<file path="config.mk">
export PLATFORM = sky130hd
export DESIGN_NAME = bomb_field
export DESIGN_NICKNAME = d
export VERILOG_FILES = /design/src/rtl/bomb_pkg.sv /design/src/rtl/blast_cross.sv /design/src/rtl/bomb_field.sv
export SDC_FILE = /design/constraint.sdc
export NUM_CORES = 1
export LEC_CHECK = 0
export CAP_MARGIN = 5
export CORE_UTILIZATION = 53
export DETAILED_ROUTE_END_ITERATION = 12
export PLACE_DENSITY = 0.82
export SLEW_MARGIN = 20
export SYNTH_ARGS = -nofsm -noshare
export SYNTH_HDL_FRONTEND = slang
export SYNTH_SLANG_ARGS = --single-unit
</file>
<file path="constraint.sdc">
create_clock -name bombClk -period 11.15 [get_ports bombClk]
set_clock_uncertainty 0.1 [all_clocks]
set_input_delay 2.7875 -clock bombClk [delete_from_list [all_inputs] [get_ports bombClk]]
set_output_delay 2.7875 -clock bombClk [all_outputs]
set_load 0.005 [all_outputs]
</file>
<file path="src/rtl/bomb_pkg.sv">
// rtl/bomb_pkg.sv - shared game-state encoding, width helpers and cell indexing for the bomb engine
package bomb_pkg;

  typedef enum logic [1:0] {
    GS_PLAY = 2'd0,
    GS_WIN  = 2'd1,
    GS_DRAW = 2'd2
  } game_state_e;

  // Bits needed to hold values 0..max_val (HP_W and FW both derive from this)
  function automatic int width_for(input int max_val);
    return (max_val < 1) ? 1 : $clog2(max_val + 1);
  endfunction

  function automatic int idx(input int x, input int y, input int grid_h);
    return x * grid_h + y;
  endfunction

endpackage

</file>
<file path="src/rtl/blast_cross.sv">
// rtl/blast_cross.sv - combinational blast cross of one detonating cell, clipped to the interior
module blast_cross
  import bomb_pkg::*;
#(
  parameter int GRID_W  = 10,
  parameter int GRID_H  = 10,
  parameter int COORD_W = 4,
  parameter int RADIUS  = 2
) (
  input  logic [COORD_W-1:0]       i_cx,
  input  logic [COORD_W-1:0]       i_cy,
  input  logic                     i_detonate,
  output logic [GRID_W*GRID_H-1:0] o_mask
);

  int dx;
  int dy;

  // Distances are taken in signed int so a centre near 0 cannot wrap to the far edge
  always_comb begin
    o_mask = '0;
    dx     = 0;
    dy     = 0;
    for (int x = 1; x < GRID_W - 1; x++) begin
      for (int y = 1; y < GRID_H - 1; y++) begin
        dx = x - int'(i_cx);
        dy = y - int'(i_cy);
        if (dx < 0) dx = -dx;
        if (dy < 0) dy = -dy;
        if (i_detonate &&
            ((y == int'(i_cy) && dx <= RADIUS) ||
             (x == int'(i_cx) && dy <= RADIUS))) begin
          o_mask[idx(x, y, GRID_H)] = 1'b1;
        end
      end
    end
  end

endmodule

</file>
<file path="src/rtl/bomb_field.sv">
// rtl/bomb_field.sv - fuse map, placement, tick-driven detonation, damage and game outcome
// Optional CHAIN_EXPLODE_EN: bombs inside a blast are forced to detonate on the next tick.
module bomb_field
  import bomb_pkg::*;
#(
  parameter int  GRID_W      = 10,
  parameter int  GRID_H      = 10,
  parameter int  COORD_W     = 4,
  parameter int  FUSE_TICKS  = 3,
  parameter int  RADIUS      = 2,
  parameter int  NUM_PLAYERS = 2,
  parameter int  HP_MAX      = 3,
  localparam int HP_W        = width_for(HP_MAX),
  localparam int FW          = width_for(FUSE_TICKS)
) (
  input  logic                            bombClk,
  input  logic                            rst,
  input  logic                            i_tick,
  input  logic                            i_place_valid,
  input  logic [COORD_W-1:0]              i_place_x,
  input  logic [COORD_W-1:0]              i_place_y,
  output logic                            o_place_ready,
  output logic                            o_place_err,
  input  logic [NUM_PLAYERS*COORD_W-1:0]  i_player_x,
  input  logic [NUM_PLAYERS*COORD_W-1:0]  i_player_y,
  output logic [GRID_W*GRID_H*FW-1:0]     o_fuse_map,
  output logic [GRID_W*GRID_H-1:0]        o_blast_map,
  output logic [NUM_PLAYERS*HP_W-1:0]     o_health,
  output logic [NUM_PLAYERS-1:0]          o_alive,
  output logic [1:0]                      o_game_state,
  output logic [1:0]                      o_winner
);

  localparam int NCELL = GRID_W * GRID_H;

  logic [NCELL*FW-1:0]          fuse_q, fuse_d;
  logic [NCELL-1:0]             blast_q, blast_d;
  logic [NUM_PLAYERS*HP_W-1:0]  health_q, health_d;
  logic [NUM_PLAYERS-1:0]       alive_q, alive_d;
  game_state_e                  state_q, state_d;
  logic [1:0]                   winner_q, winner_d;
  logic                         err_q, err_d;

  logic                         playing;
  logic [NCELL-1:0]             detonate;
  logic [NCELL-1:0]             blast_union;
  logic [NCELL-1:0]             cross_mask [NCELL];

  assign playing = (state_q == GS_PLAY);

  always_comb begin
    detonate = '0;
    for (int c = 0; c < NCELL; c++) begin
      detonate[c] = playing && i_tick && (fuse_q[c*FW +: FW] == FW'(1));
    end
  end

  for (genvar gx = 0; gx < GRID_W; gx++) begin : g_col
    for (genvar gy = 0; gy < GRID_H; gy++) begin : g_row
      if (gx > 0 && gx < GRID_W - 1 && gy > 0 && gy < GRID_H - 1) begin : g_int
        blast_cross #(
          .GRID_W  (GRID_W),
          .GRID_H  (GRID_H),
          .COORD_W (COORD_W),
          .RADIUS  (RADIUS)
        ) u_cross (
          .i_cx       (COORD_W'(gx)),
          .i_cy       (COORD_W'(gy)),
          .i_detonate (detonate[gx*GRID_H + gy]),
          .o_mask     (cross_mask[gx*GRID_H + gy])
        );
      end else begin : g_border
        assign cross_mask[gx*GRID_H + gy] = '0;
      end
    end
  end

  always_comb begin
    blast_union = '0;
    for (int c = 0; c < NCELL; c++) begin
      blast_union = blast_union | cross_mask[c];
    end
  end

  logic [FW-1:0]   cur_fuse;
  logic [HP_W-1:0] cur_hp;
  int              place_x;
  int              place_y;
  int              place_cell;
  int              pl_x;
  int              pl_y;
  int              alive_cnt;
  int              last_alive;

  always_comb begin
    fuse_d     = fuse_q;
    blast_d    = blast_union;
    health_d   = health_q;
    alive_d    = alive_q;
    state_d    = state_q;
    winner_d   = winner_q;
    err_d      = 1'b0;
    cur_fuse   = '0;
    cur_hp     = '0;
    place_x    = int'(i_place_x);
    place_y    = int'(i_place_y);
    place_cell = 0;
    pl_x       = 0;
    pl_y       = 0;
    alive_cnt  = 0;
    last_alive = 0;

    if (playing) begin
      if (i_tick) begin
        for (int c = 0; c < NCELL; c++) begin
          cur_fuse = fuse_q[c*FW +: FW];
          if (cur_fuse > FW'(1)) begin
            fuse_d[c*FW +: FW] = cur_fuse - FW'(1);
`ifdef CHAIN_EXPLODE_EN
            if (blast_union[c]) fuse_d[c*FW +: FW] = FW'(1);
`endif
          end else if (cur_fuse == FW'(1)) begin
            fuse_d[c*FW +: FW] = '0;
          end
        end
      end

      // Placement sees the post-tick map, so a cell detonating now can be re-armed
      if (i_place_valid) begin
        if (place_x >= 1 && place_x <= GRID_W - 2 &&
            place_y >= 1 && place_y <= GRID_H - 2) begin
          place_cell = idx(place_x, place_y, GRID_H);
          if (fuse_d[place_cell*FW +: FW] == '0) begin
            fuse_d[place_cell*FW +: FW] = FW'(FUSE_TICKS);
`ifdef CHAIN_EXPLODE_EN
            if (blast_union[place_cell]) fuse_d[place_cell*FW +: FW] = FW'(1);
`endif
          end else begin
            err_d = 1'b1;
          end
        end else begin
          err_d = 1'b1;
        end
      end

      for (int p = 0; p < NUM_PLAYERS; p++) begin
        pl_x   = int'(i_player_x[p*COORD_W +: COORD_W]);
        pl_y   = int'(i_player_y[p*COORD_W +: COORD_W]);
        cur_hp = health_q[p*HP_W +: HP_W];
        if (pl_x < GRID_W && pl_y < GRID_H) begin
          if (blast_union[idx(pl_x, pl_y, GRID_H)] && cur_hp != '0) begin
            health_d[p*HP_W +: HP_W] = cur_hp - HP_W'(1);
          end
        end
      end

      for (int p = 0; p < NUM_PLAYERS; p++) begin
        alive_d[p] = (health_d[p*HP_W +: HP_W] != '0);
        if (alive_d[p]) begin
          alive_cnt  = alive_cnt + 1;
          last_alive = p;
        end
      end

      if (alive_cnt >= 2) begin
        state_d = GS_PLAY;
      end else if (alive_cnt == 1) begin
        state_d  = GS_WIN;
        winner_d = 2'(last_alive);
      end else begin
        state_d = GS_DRAW;
      end
    end
  end

  always_ff @(posedge bombClk or posedge rst) begin
    if (rst) begin
      fuse_q   <= '0;
      blast_q  <= '0;
      health_q <= {NUM_PLAYERS{HP_W'(HP_MAX)}};
      alive_q  <= '1;
      state_q  <= GS_PLAY;
      winner_q <= '0;
      err_q    <= 1'b0;
    end else begin
      fuse_q   <= fuse_d;
      blast_q  <= blast_d;
      health_q <= health_d;
      alive_q  <= alive_d;
      state_q  <= state_d;
      winner_q <= winner_d;
      err_q    <= err_d;
    end
  end

  assign o_place_ready = playing;
  assign o_place_err   = err_q;
  assign o_fuse_map    = fuse_q;
  assign o_blast_map   = blast_q;
  assign o_health      = health_q;
  assign o_alive       = alive_q;
  assign o_game_state  = state_q;
  assign o_winner      = winner_q;

endmodule

</file>
Word level (Yosys, flattened, before mapping)
Index checks and enable logic that the tools add are counted.
{ "word_totals": {"reg_bits": 300, "inputBits": 28, "out_inout_bits": 312, "wordCells": 768} }
{ "op_classes": {"add_sub_neg": 107, "mul": 3, "n_lt_le_gt_ge": 111, "n_eq_ne": 101, "n_shift": 3, "mux": 293, "bitwise": 64, "n_reduce_logical": 79} }
{ "ops": {"columns": ["cell", "count"], "rows": [
  ["2-to-1 mux 200 bit", 5],
  ["2-to-1 mux 2 bit", 208],
  ["bitwise OR 89 bit", 4],
  ["subtractor 2 x 1 -> 2 bit, second input constant", 102],
  ["bitwise mux 200 bit", 1],
  ["== test 2 x 1 -> 1 bit, second input constant", 100],
  ["> comparator 2 x 1 -> 1 bit, second input constant", 100],
  ["variable shift 2 x 33 -> 200 bit, first input constant", 1],
  ["indexed part select 2 x 33 -> 200 bit, first input constant", 1],
  ["indexed part select 200 x 11 -> 2 bit", 1],
  ["bitwise OR 89 x 84 -> 89 bit", 2],
  ["bitwise OR 89 x 85 -> 89 bit", 2],
  ["bitwise OR 89 x 86 -> 89 bit", 2],
  ["bitwise OR 89 x 87 -> 89 bit", 2],
  ["bitwise OR 89 x 88 -> 89 bit", 2],
  ["2-to-1 mux 32 bit", 3],
  ["bitwise OR 88 x 89 -> 89 bit", 1],
  ["bitwise OR 89 x 82 -> 89 bit", 1],
  ["bitwise OR 89 x 83 -> 89 bit", 1],
  ["bitwise OR 87 x 88 -> 88 bit", 1],
  ["bitwise OR 86 x 87 -> 87 bit", 1],
  ["bitwise OR 85 x 86 -> 86 bit", 1],
  ["bitwise OR 84 x 85 -> 85 bit", 1],
  ["bitwise OR 83 x 84 -> 84 bit", 1],
  ["other kinds (58)", 217]
]} }

Depth between registers and ports, before layout
Gate-level depths: netlist of run 1.
{ "logic_depth": {"ltp_word": 83, "ltp_mapped": 18, "ltp_nobuf": 16} }

Modules after synthesis
A second synthesis of run 1 with hierarchy kept.
{ "hier_totals": {"hier_cells": 28566, "area_unflattened_um2": 206322.9} }
{ "modules_own_cells": {"columns": ["module", "n_inst", "cells_each", "area_per_inst_um2", "seq_area_each_um2"], "rows": [
  ["blast_cross (g_col[1].g_row[1].g_int.u_cross ...)", 63, 385, 2747.6, 0.0],
  ["bomb_field", 1, 3904, 30329.1, 7764.9],
  ["blast_cross (g_col[8].g_row[8].g_int.u_cross)", 1, 407, 2892.8, 0.0]
]} }

Worst setup path after synthesis of run 1
No wires, ideal clock.
{ "synth_path": {"path_kind": "input port to flip-flop", "start": "in i_place_x[0]", "end": "reg fuse_q[84], in the netlist o_fuse_map[84]", "setup_time_ps": 90, "t_arrival_ps": 6363, "t_required_ps": 10960, "path_slack_ps": 4597, "stages": 13, "path_buffers": 1, "cell_sequence": "ha_1 > ha_1 > xor2_1 > clkbuf_1 > nand3_1 > nor3_1 > nand3_1 > ha_1 > nand2_1 > o21bai_1 > or3_1 > or2_2 > o221ai_1"} }
{ "synth_between": {"elab_chain_cells": 8, "word_cells_on_any_way": 16, "classes_between": "add/sub (2); mul (1); order compare (2); shift (3); mux (4); reduce/logical (4)"} }
{ "synth_lines": {"columns": ["element", "line_no", "text"], "rows": [
  ["start: declaration", "bomb_field.sv:20", "input logic [COORD_W-1:0] i_place_x,"],
  ["multiplier 4 x 3 -> 7 bit", "bomb_pkg.sv:16", "return x * grid_h + y;"],
  ["adder 8 x 4 -> 9 bit", "bomb_pkg.sv:16", null],
  ["negation 10 -> 33 bit", "bomb_field.sv:134", "fuse_d[place_cell*FW +: FW] = FW'(FUSE_TICKS);"],
  ["indexed part select 2 x 33 -> 200 bit or variable shift 2 x 33 -> 200 bit (tied branches)", "bomb_field.sv:134", null],
  ["bitwise mux 200 bit", "bomb_field.sv:134", null],
  ["2-to-1 mux 200 bit", "bomb_field.sv:133", "if (fuse_d[place_cell*FW +: FW] == '0) begin"],
  ["2-to-1 mux 200 bit (*)", "bomb_field.sv:130", "if (place_x >= 1 && place_x <= GRID_W - 2 &&"],
  ["2-to-1 mux 200 bit (*)", "bomb_field.sv:129", "if (i_place_valid) begin"],
  ["end signal: assignment", "bomb_field.sv:186", "fuse_q <= fuse_d;"],
  ["end: declaration", "bomb_field.sv:36", "logic [NCELL*FW-1:0] fuse_q, fuse_d;"]
]} }
Every way passes the cells marked *; elsewhere a longest branch is shown, timed or not.
A chain may end at the register's enable or synchronous reset.

Worst setup path after layout of run 1
{ "layout_path": {"start": "in i_place_x[0]", "end": "reg fuse_q[160], in the netlist o_fuse_map[160]"} }
The elaborated chain is that of the path after synthesis.

==> summary.txt, run 1 <==
Placement
  – Detail Placement HPWL: ~53,000 um
  – Final GP Congestion: a little over 1
  – Placed insts: about 2,600
  – Placed inst area: between 20,000 and 25,000 um2
  – PortBufs: between 300 and 400

Die
  – Core area: 31,800 um2
  – Die height: 183 um
  – I/O pins: 340
  – Die Wd: around 180 um
  – Starting density of the core: 54.4%
  – Site Rows: 65
  – Die area: about 33,000 um2

Synth
  – Synthesized flop and latch total: between 200 and 300
  – Ys Warns: 0
  – Number of flops mapped to enable cells by yosys: 0
  – Top FF cell, synth: dfrtp_1
  – Synth Instances: ~1,900
  – Distinct cell type count of the synthesized netlist: 80
  – Ys async rst share: 100%
  – Register area share after synthesis: between 30% and 40%
  – Post-Synthesis Cell Area: 17,300 um2
  – Avg Inst Size Synth: 9.02 um2

Setup path
  – Worst path cell trace: clkdlybuf4s50_1, ha_1, inv_1, fa_1, clkinv_1, mux4_2, mux4_2, a311oi_1, o221a_2, or3b_2, buf_4, o221ai_1
  – Largest stage delay on the critical path: 1.00 ns
  – Slowest CP cell: fa_1
  – Req. time, crit path: 11.49 ns
  – Critical Path AT: roughly 8.5 ns
  – CP endpoint kind: register
  – R2R setup slack: just over 6 ns
  – Reg2reg end: o_winner[0]
  – Startpoint types: input port
  – Reg2reg path depth: 14
  – Crit path top cell by count: mux4_2
  – Crit path max fanout: 40
  – CP Class: in2reg
  – Reg-to-reg startpoint: o_fuse_map[130]

Route
  – Post-route DRC violation count: 0
  – Vias: ~18,000
  – Pre-antenna DRT Iters: 6
  – Starting DRT DRC Count: 2,183
  – Post-DRT Antenna Nets: 0
  – Avg WL per Cell: 27.4 um
  – Vias per Instance: 6.82
  – Drt total wl: 71,400 um

Clocking
  – Hold_buf cts: 0
  – Inserted Clock Buffers: 29
  – CTS Buffer Depth: 3
  – H-tree depth: 1
  – PostCTS Resize Cnt: 0
  – # clock sinks: approximately 270
  – Worst-Skew Late Latency: approximately 0.58 ns
  – Register clock-pin slew on the reported worst setup and hold paths: 0.06 ns
  – TritonCTS clock tree: built
  – Clock Tree Root: clkbuf_16
  – Postcts setup bufs: 0

Hold path
  – Worst hold endpoint: o_health[0]
  – Hold path startpoint: o_health[0]
  – Min-delay worst type: reg2reg
  – Hold Crit Depth: 1

Status
  – Outcome: finished clean

Power and ir drop
  – Cell Pwr Density: 113 nW/um2
  – Maximum vdd drop: about 0.00013 V
  – Leak: roughly 0.0084 uW

Layout
  – Layout cell share with drive strength beyond 1: ~7.4%
  – Commonest cells after routing, fill and taps aside: clkdlybuf4s50_1 (300), dfrtp_1 (268), o21ai_0 (216), nand2_1 (172), a21oi_1 (118)
  – Finished Cell Area: roughly 21,000 um2
  – Most common cell after layout, fill and taps aside: clkdlybuf4s50_1
  – Final non-filler cell total: between 2,000 and 3,000
  – Area delta synth->final: 23.2%
  – Nets: ~2,200

Global route
  – Gr ovfl total: 0
  – Met1 usage: 53.5%
  – Most Used Layer, Global Route: met2
  – M2 GR Usage: about two thirds
  – GRT met3 Usage: approximately 7.4%
  – First-pass GRT wire length: approximately 110,000 um
  – Global Route Usage Sum: about 42%
  – Antenna violations before repair: 1
  – Vias in the first global route: around 17,000
  – Largest net degree at the start of global routing: about 130

STA
  – Slew headroom: between 10% and 20%
  – Worst Max-Slew Pin Slew: between 1 and 1.5 ns
  – # setup viols final: 0
  – Fin Setup TNS: 0 ns
  – Min Tclk post-route: 8.13 ns
  – RSZ-0062 raised after global routing: no
  – Final worst path period share: between 70% and 80%
  – Final Max Tran Viols: 0
  – Max Freq: about 0.12 GHz
  – Endpoints failing hold: 0

Flow run
  – Max Cap Viol: 0
power by group:
group / switching (uW) / internal, uW / total, uW / leakage, uW
Sequential: 12.4 / 1010 / 1020 / 0.00379
Combinational: 288 / 146 / 434 / 0.00412
Clock: 407 / 546 / 953 / 0.000450
Total: 707 / 1700 / 2410 / 0.00836
metrics by stage:
stage          utilization, %  hold WS [ns]  power [uW]  setup WS [ns]
6_report                 66.9         0.412        2410           3.02
5_1_grt                  66.9         0.425        2490           2.86
4_1_cts                  66.9         0.414        2410           3.16
3_5_place_dp             64.0         0.402        1460           2.55
3_3_place_gp             64.0         0.398        1460           2.81
2_1_floorplan               -         0.393        1320          0.720
state kept, by name, summed over array words and instances, names as in the netlist:
signal,cells
o_alive,2
o_game_state,2
o_blast_map,64
o_place_err,1
o_health,4
o_fuse_map,200
o_winner,1
worst max path at each step:
| stage | startpoint | endpoint | slack, ns | cells after the start |
|---|---|---|---|---|
| global route | i_place_x[0] | o_fuse_map[160] | 2.86 | 12 |
| detailed placement | i_place_x[0] | o_fuse_map[160] | 2.55 | 12 |
| global placement | i_place_x[0] | o_fuse_map[158] | 2.81 | 12 |
| floorplan | rst | o_blast_map[11] | 0.72 | 1 |
| finish | i_place_x[0] | o_fuse_map[160] | 3.02 | 12 |
| CTS | i_place_x[0] | o_fuse_map[160] | 3.16 | 12 |
cells in the mapped netlist (all sizes together) (6+ instances only):
cell | number | area (um2)
dfrtp | 268 | 6710
o21ai | 257 | 1290
nand2 | 172 | 646
a21oi | 118 | 591
nor2 | 114 | 428
nor2b | 88 | 551
buf | 80 | 529
clkbuf | 80 | 300
o221ai | 60 | 526
nand2b | 52 | 325
nor3 | 37 | 185
inv | 36 | 135
mux2i | 36 | 360
mux4 | 35 | 788
nand3 | 35 | 175
o31ai | 32 | 295
nand4 | 31 | 194
nor4 | 30 | 188
nor3b | 27 | 208
ha | 26 | 325
o211ai | 26 | 195
or2 | 23 | 144
a31oi | 22 | 138
xnor2 | 18 | 158
a211oi | 17 | 133
or3 | 17 | 106
xor2 | 11 | 96.3
and2 | 10 | 62.6
and3 | 10 | 62.6
nand3b | 10 | 75.1
nor4b | 10 | 87.6
o311ai | 10 | 87.6
a2111oi | 9 | 80.1
o2111ai | 9 | 78.8
a21o | 8 | 60.1
or4 | 8 | 60.1
a311oi | 7 | 61.3
dfstp | 6 | 158
fa | 6 | 120
o22ai | 6 | 37.5
routing by layer:
metal / wire length [um] / share of wire, %
met4: 5360 / 7.5
met2: 32400 / 45
met1: 26200 / 37
met3: 7460 / 10
met5: 0 / 0
critical path, delay by kind of cell:
kind                     cells  cell delay, ns
adder cells (fa/ha/maj)      2            1.19
multiplexers                 2            1.06
buffers and inverters        4            1.97
AND/OR/NAND/NOR              1            0.61
AO/OA/AOI/OAI                3            0.78
layout make-up:
type                       instances  area, um2
timing repair buffer             327       3200
sequential                       274       6860
tap                              435        544
clock buffer                      43        808
multi-input combinational       1481       9610
fill                            2539      10500
antenna                            1       2.50
inverter                          38        151
clock inverter                     8        105
kinds of logic (layout without fill, tap and decap cells):
group	after synthesis	after routing	synth area share (%)
other	1	38	0.0217
multiplexers	73	73	6.78
adder cells (fa/ha/maj)	32	32	2.58
buffers and inverters	198	416	5.62
AND/OR/NAND/NOR	685	685	20.8
flip-flops	274	274	39.7
XOR/XNOR	29	29	1.47
AO/OA/AOI/OAI	625	625	23.0
No activity file was read; power rests on OpenSTA's default activity.
==> run 2: changes to the inputs <==
Settings changed: CORE_UTILIZATION 53 to 48, PLACE_DENSITY 0.82 to 0.78.
Clock period 11.15 ns to 6.7 ns, I/O delays scaled along.
==> summary.txt, run 2 (synthesis results as in run 1) <==
Global route
  – Antenna violations before repair: 0
  – Largest net degree at the start of global routing: approximately 170
  – Vias in the first global route: approximately 17,000
  – First-pass GRT wire length: ~110,000 um
  – Gr ovfl total: 0
  – Global Route Usage Sum: around two fifths

Flow run
  – Max Cap Viol: 0

Clocking
  – Worst-Skew Late Latency: approximately 0.6 ns
  – Clock Tree Root: clkbuf_16
  – TritonCTS clock tree: built
  – Hold_buf cts: 0
  – Inserted Clock Buffers: 30
  – H-tree depth: 1
  – CTS Buffer Depth: 3
  – Postcts setup bufs: 0
  – # clock sinks: 274
  – PostCTS Resize Cnt: 0
  – Register clock-pin slew on the reported worst setup and hold paths: around 0.060 ns

Route
  – Starting DRT DRC Count: ~2,300
  – Post-DRT Antenna Nets: 0
  – Drt total wl: 72,900 um
  – Vias per Instance: 6.71
  – Pre-antenna DRT Iters: 8
  – Avg WL per Cell: around 27 um
  – Vias: about 18,000
  – Post-route DRC violation count: 0

Setup path
  – CP Class: in2reg
  – Worst setup startpoint: i_place_x[3]
  – CP endpoint kind: register
  – Reg-to-reg startpoint: o_fuse_map[110]
  – Crit path max fanout: 27
  – Startpoint types: input port
  – Req. time, crit path: between 7 and 8 ns
  – Critical Path AT: 6.29 ns

Placement
  – Detail Placement HPWL: ~54,000 um
  – DP Worst Slack: 0.286 ns
  – PortBufs: approximately 300
  – Final GP Congestion: 1.02

STA
  – Endpoints failing hold: 0
  – RSZ-0062 raised after global routing: no
  – Final worst path period share: between 80 and 90%
  – Slew headroom: between 10% and 20%
  – # setup viols final: 0
  – Max Freq: 0.170 GHz
  – Min Tclk post-route: 5.89 ns
  – Fin Setup TNS: 0 ns
  – Worst Max-Slew Pin Slew: between 1 and 1.5 ns
  – Final Max Tran Viols: 0
  – Setup ws final: between 0.8 and 0.9 ns

Die
  – Die Wd: 192 um
  – Core area: roughly 35,000 um2
  – Die area: around 37,000 um2
  – Starting density of the core: 48.7%
  – Site Rows: slightly below 70
  – Die height: 192 um
  – I/O pins: 340

Layout
  – Layout cell share with drive strength beyond 1: 9.28%
  – Area delta synth->final: 26.3%
  – Largest register FFs: 200
  – Nets: approximately 2,200
  – Ant. Diodes: 0
  – Filler Cells Inserted: about 3,000
  – Most common cell after layout, fill and taps aside: clkdlybuf4s50_1
  – Commonest cells after routing, fill and taps aside: clkdlybuf4s50_1 (301), dfrtp_1 (268), o21ai_0 (216), nand2_1 (172), a21oi_1 (118)

Hold path
  – Min-delay worst type: reg2reg
  – Hold path startpoint: o_health[0]

Power and ir drop
  – Total power: 4330 uW
  – Maximum vdd drop: between 0.0002 and 0.00025 V
  – Leak: 0.00864 uW
  – Cell Pwr Density: just under 200 nW/um2

Status
  – Outcome: finished clean
run 2: critical path, stage by stage:
cell and delay, ns:
clkdlybuf4s50_1 0.62, ha_1 0.31, ha_1 0.22, fa_1 0.56, nand2_1 0.15, a21o_1 0.21, mux2i_1 0.11, a32oi_1 0.41
nand3_1 0.14, ha_1 0.38, nand2_1 0.10, o21bai_2 0.07, buf_4 0.25, nand3b_1 0.39, or2_2 0.45, o221ai_1 0.22
run 2: path summary, 6_finish.rpt:
| path | slack, ns | end | cells past startpoint |
|---|---|---|---|
| min in group asynchronous | 1.38 | o_fuse_map[165] | 2 |
| max reg2reg | 1.83 | o_winner[0] | 13 |
| min | 0.43 | o_health[0] | 1 |
| min reg2reg | 0.43 | o_health[0] | 1 |
| max | 0.81 | o_fuse_map[34] | 16 |
| max in group asynchronous | 3.87 | o_fuse_map[6] | 3 |
run 2: area by class of cell:
class | instances | area (um2) | area share, %
Multi-Input combinational cell | 1481 | 9610 | 44.0
Sequential cell | 274 | 6860 | 31.4
Timing Repair Buffer | 360 | 3520 | 16.1
Clock buffer | 38 | 831 | 3.80
Tap cell | 461 | 577 | 2.64
Clock inverter | 18 | 297 | 1.36
Inverter | 38 | 146 | 0.670
run 2: layer usage:
layer  global-route usage [%]  up-vias  routed length (um)
li1                         -     7612                   -
met1                     51.5     8820               28000
met2                     61.8     1246               33400
met3                     6.36      249                7150
met4                     21.1        0                4360
met5                        0        -                   0
run 2: power breakdown:
group / switching [uW] / internal (uW) / leakage (uW)
logic: 485 / 267 / 0.00429
registers: 20.9 / 1680 / 0.00379
clock network: 726 / 1150 / 0.000555
total: 1230 / 3100 / 0.00864
run 2: stage by stage:
stage / instance area (um2) / utilization [%] / instances / hold slack [ns]
floorplan: 17400 / - / 1953 / 0.393
global placement: 20700 / 58.3 / 2614 / 0.396
detailed placement: 20700 / 58.3 / 2614 / 0.417
CTS: 21800 / 61.5 / 2670 / 0.431
global route: 21800 / 61.5 / 2670 / 0.446
finish: 21800 / 61.5 / 2670 / 0.429
